## src/rtl/unidad_riesgos.sv

```systemverilog
// Hazard/forwarding controller for the vector pipeline: load-use stall FSM,
// branch flush, per-operand forwarding selects and a saturating stall counter.
module unidad_riesgos #(
  parameter int unsigned LOAD_LAT = 1,
  parameter int unsigned CNT_W    = 16
) (
  input  logic             clk,
  input  logic             rst_n,
  input  logic [2:0]       rs1_id,
  input  logic [2:0]       rs2_id,
  input  logic             use_rs1_id,
  input  logic             use_rs2_id,
  input  logic             vec_id,
  input  logic [2:0]       dir_dest_ex,
  input  logic             reg_wrv_ex,
  input  logic             reg_wrs_ex,
  input  logic             sel_mem_ex,
  input  logic [2:0]       dir_dest_mem,
  input  logic             reg_wrv_mem,
  input  logic             reg_wrs_mem,
  input  logic             sel_pcmem_mem,
  output logic             stall_if,
  output logic             stall_id,
  output logic             bubble_ex,
  output logic             flush_id,
  output logic [1:0]       fwd_a,
  output logic [1:0]       fwd_b,
  output logic [CNT_W-1:0] stall_cnt
);

  typedef enum logic [1:0] {RUN, STALL, FLUSH} state_t;

  state_t     state, eff_state, next_state;
  logic [2:0] lat_cnt, lat_nxt;
  logic       wr_ex, wr_mem;
  logic       hit1_ex, hit2_ex, hit1_mem, hit2_mem;
  logic       load_use;

  function automatic logic [1:0] fwd_sel(input logic hit_ex, input logic hit_mem,
                                         input logic is_load);
    if (hit_ex && !is_load) return 2'b01;
    else if (hit_mem)       return 2'b10;
    else                    return 2'b00;
  endfunction

  always_comb begin
    wr_ex    = vec_id ? reg_wrv_ex  : reg_wrs_ex;
    wr_mem   = vec_id ? reg_wrv_mem : reg_wrs_mem;
    hit1_ex  = use_rs1_id & wr_ex  & (rs1_id == dir_dest_ex);
    hit2_ex  = use_rs2_id & wr_ex  & (rs2_id == dir_dest_ex);
    hit1_mem = use_rs1_id & wr_mem & (rs1_id == dir_dest_mem);
    hit2_mem = use_rs2_id & wr_mem & (rs2_id == dir_dest_mem);
    load_use = sel_mem_ex & (hit1_ex | hit2_ex);
  end

  // A taken branch is acted on in the same cycle it appears, so FLUSH is the
  // effective state for that cycle and the registered state returns to RUN.
  always_comb begin
    eff_state  = sel_pcmem_mem ? FLUSH : state;
    next_state = state;
    lat_nxt    = lat_cnt;
    stall_if   = 1'b0;
    stall_id   = 1'b0;
    bubble_ex  = 1'b0;
    flush_id   = 1'b0;
    fwd_a      = 2'b00;
    fwd_b      = 2'b00;
    unique case (eff_state)
      RUN: begin
        fwd_a = fwd_sel(hit1_ex, hit1_mem, sel_mem_ex);
        fwd_b = fwd_sel(hit2_ex, hit2_mem, sel_mem_ex);
        if (load_use) begin
          stall_if   = 1'b1;
          stall_id   = 1'b1;
          bubble_ex  = 1'b1;
          next_state = STALL;
          lat_nxt    = 3'(LOAD_LAT - 1);
        end
      end
      STALL: begin
        stall_if  = 1'b1;
        stall_id  = 1'b1;
        bubble_ex = 1'b1;
        if (lat_cnt == '0) next_state = RUN;
        else               lat_nxt    = lat_cnt - 3'd1;
      end
      FLUSH: begin
        flush_id   = 1'b1;
        bubble_ex  = 1'b1;
        next_state = RUN;
        lat_nxt    = '0;
      end
      default: begin
        next_state = RUN;
        lat_nxt    = '0;
      end
    endcase
    if (!rst_n) begin
      stall_if  = 1'b0;
      stall_id  = 1'b0;
      bubble_ex = 1'b0;
      flush_id  = 1'b0;
      fwd_a     = 2'b00;
      fwd_b     = 2'b00;
    end
  end

  always_ff @(posedge clk or negedge rst_n) begin
    if (!rst_n) begin
      state     <= RUN;
      lat_cnt   <= '0;
      stall_cnt <= '0;
    end else begin
      state   <= next_state;
      lat_cnt <= lat_nxt;
      if (stall_if && (stall_cnt != '1))
        stall_cnt <= stall_cnt + 1'b1;
    end
  end

endmodule

```

## config.mk

```make
export PLATFORM = sky130hd
export DESIGN_NAME = unidad_riesgos
export DESIGN_NICKNAME = d
export VERILOG_FILES = /design/src/rtl/unidad_riesgos.sv
export SDC_FILE = /design/constraint.sdc
export NUM_CORES = 1
export LEC_CHECK = 0
export ABC_CLOCK_PERIOD_IN_PS = 3000
export CELL_PAD_IN_SITES_DETAIL_PLACEMENT = 0
export CELL_PAD_IN_SITES_GLOBAL_PLACEMENT = 2
export CORE_ASPECT_RATIO = 0.7
export CORE_MARGIN = 2
export CORE_UTILIZATION = 25
export CTS_BUF_LIST = sky130_fd_sc_hd__clkbuf_4
export DETAILED_ROUTE_END_ITERATION = 16
export PLACE_DENSITY_LB_ADDON = 0.08
export SETUP_SLACK_MARGIN = 0.3
export SYNTH_ARGS = -nofsm -noshare
export SYNTH_HDL_FRONTEND = slang
export SYNTH_SLANG_ARGS = --single-unit
```

## constraint.sdc

```tcl
create_clock -name clk -period 3 [get_ports clk]
set_input_delay 0.75 -clock clk [delete_from_list [all_inputs] [get_ports clk]]
set_output_delay 0.75 -clock clk [all_outputs]
set_load 0.005 [all_outputs]
```

==> qor.yml <==
status: "complete, no violations"
synth_commonest_cells: "26 x xnor2_1, 20 x dfrtp_1, 9 x o211ai_1"
row_count: 22
worst_setup_path_end_kind: "output port"
syn_nets: 163
clock_latency_ns: 0.30
p_leak_uw: 0.000905
antenna_cells: 0
crit_slowest_cell: "o31a_2"
grt_usage_pct: 13.9
cp.arrival_ns: 1.91
coreArea_um2: 5340
whs_ns: 0.514
maxCapViolations: 0
start_kind: "primary input"
grt_pass1_wl_um: 6650
hold_viol_final: 0
floorplan.die.width_um: 93.7
clock.fmax_mhz: 376
ys_ff_latch: 20
r2r_cells: 5
place_congestion: 0.798
final_nets: 226
routed_wl_um: 4020
post_drt_wl_per_cell_um: 14.9
drt_iter0_markers: 26
synthFlopType: "dfrtp_1"
required_ns: 2.25
relSlewSlack_pct: 66.9
synth-async-reset-ratio_pct: 100
initial_core_util_pct: 26.4
setup_viol: 0
ctsRootBufferMaster: "clkbuf_4"
synth_cell_types: 40
die_h_um: 66.8
tns_ns: 0
drive_above_1_share_pct: 34.3
clkSinkCount: 20
via_per_inst: 4.63
io_buffers: 46
syn_area_um2: 1410
yosysWarnings: 0
grt-ovfl-total: 0
vias: 1251
min_period_ns: 2.66
yosysMostFrequentCell: "xnor2_1"
first_global_vias: 1293
powerDensity_nw_per_um2: 284
ios: 47
drc: 0
fin_crit_sh_pct: 88.6
h-tree-depth: 1
synth_area_leaders: "dfrtp_1 36%, xnor2_1 16%, o211ai_1 4.8%"
crit_fanout: 2
cts_buffers: 3
design.die.area_um2: 6260
synth.top_cell.area_share_pct: 35.6
holdPathStages: 1
slowest_delay_ns: 0.32
antenna_found_initial: 0
synth_area_leader_cell: "dfrtp_1"
worstPathCellList: "buf_8, mux2i_4, nand2b_4, a21oi_4, buf_6, buf_6, o31a_2, buf_6"
dpl.hpwl_um: 3090
syn_to_final_growth_pct: 52.6
grt_max_degree: 25
ant_nets: 0
critPathKind: "in2out"
rsz0062_at_grt: "false"
firstDrtPassIters: 4
worst_slew_pin_slew_ns: 0.493
seq_area_frac_synth_pct: 35.6
skew_ns: 0.00402
avgSynthCellArea_um2: 10.3
holdCritPathClass: "reg2reg"
synth-edff-count: 0
fin_util_pct: 40.2
cts_max_path_buffers: 2
vdd_ir_drop_max_mv: 0.126
syn-instance-count: 137
clk_pin_slew_worst_paths_ns: 0.11
drv_slew: 0
cpMostUsedCell: "buf_6"
cts_tree: "yes"
[final cells by class]
cell class,count,area (µm²)
fill,551,3190
multi-input combinational,107,942
timing repair buffer,64,578
sequential,20,500
tap,72,90.1
clock buffer,3,22.5
inverter,4,15.0
[power by group]
group | leakage, µW | switching (µW) | internal, µW
Clock | 0.0000138 | 81.2 | 46.7
Combinational | 0.000614 | 71.7 | 108
Sequential | 0.000277 | 19.0 | 284
[layer usage]
metal | part of all wire, % | vias to the layer above | GRT usage (%)
met5 | 0 | - | 0
met1 | 50 | 602 | 20.0
met3 | 4.2 | 2 | 3.51
li1 | - | 623 | -
met4 | 0.40 | 0 | 1.63
met2 | 45 | 24 | 21.7
[kinds of logic after synthesis]
| group | count (synthesis) | synth area share (%) |
|---|---|---|
| fa+ha+maj | 3 | 2.67 |
| flops | 20 | 35.6 |
| compound gates | 26 | 16.9 |
| buf+inv | 10 | 4.09 |
| simple gates | 46 | 19.6 |
| mux | 6 | 4.98 |
| xor+xnor | 26 | 16.2 |
[worst max-delay path, delay by kind of cell]
family                 cells  cell delay [ns]
buffers and inverters      4             0.42
AOI/OAI and AO/OA          2             0.37
and+or+nand+nor            1             0.17
muxes                      1             0.21
[cells in the final DEF, fill, tap and decap left out, types with 2 or more instances in the layout]
cell type	count
and3_4	2
nand4_1	5
clkbuf_4	3
a21oi_1	2
nand2b_4	2
o2111ai_1	6
ha_1	3
xnor2_1	21
nand2_1	7
nor2_2	3
dlygate4sd2_1	4
o211ai_1	9
buf_2	6
inv_1	4
and3_1	8
nand3_1	2
a211oi_2	2
clkdlybuf4s50_1	22
buf_4	13
dfrtp_1	20
nor2_1	4
buf_6	9
clkbuf_2	5
xnor2_2	5
mux2_2	3
[state kept, by name (all words and copies together), names as in the netlist]
name       flops
stall_cnt     16
state          1
lat_cnt        3
[through the flow]
| stage | setup WS (ns) | instance area, µm² | cells | total power (µW) |
|---|---|---|---|---|
| floorplan | 0.404 | 1410 | 137 | 369 |
| global placement | -0.336 | 2010 | 261 | 466 |
| detailed placement | -0.420 | 2010 | 261 | 472 |
| CTS | 0.183 | 2120 | 269 | 615 |
| global route | 0.304 | 2150 | 270 | 650 |
| finish | 0.343 | 2150 | 270 | 610 |
[final timing paths]
kind / from / to / slack (ns)
max reg2reg: stall_cnt[0] / stall_cnt[12] / 1.05
max: vec_id / bubble_ex / 0.34
min in group asynchronous: rst_n / stall_cnt[14] / 0.55
max in group asynchronous: rst_n / stall_cnt[2] / 2.31
min reg2reg: stall_cnt[8] / stall_cnt[8] / 0.51
min: stall_cnt[8] / stall_cnt[8] / 0.51
[timing repair]
action	CTS	global route
cloned	0	0
pin swaps	11	9
resized for setup	72	37
setup endpoints to repair	8	4
setup buffers	5	1
hold buffers	0	0
No activity file was read; power rests on OpenSTA's default activity.
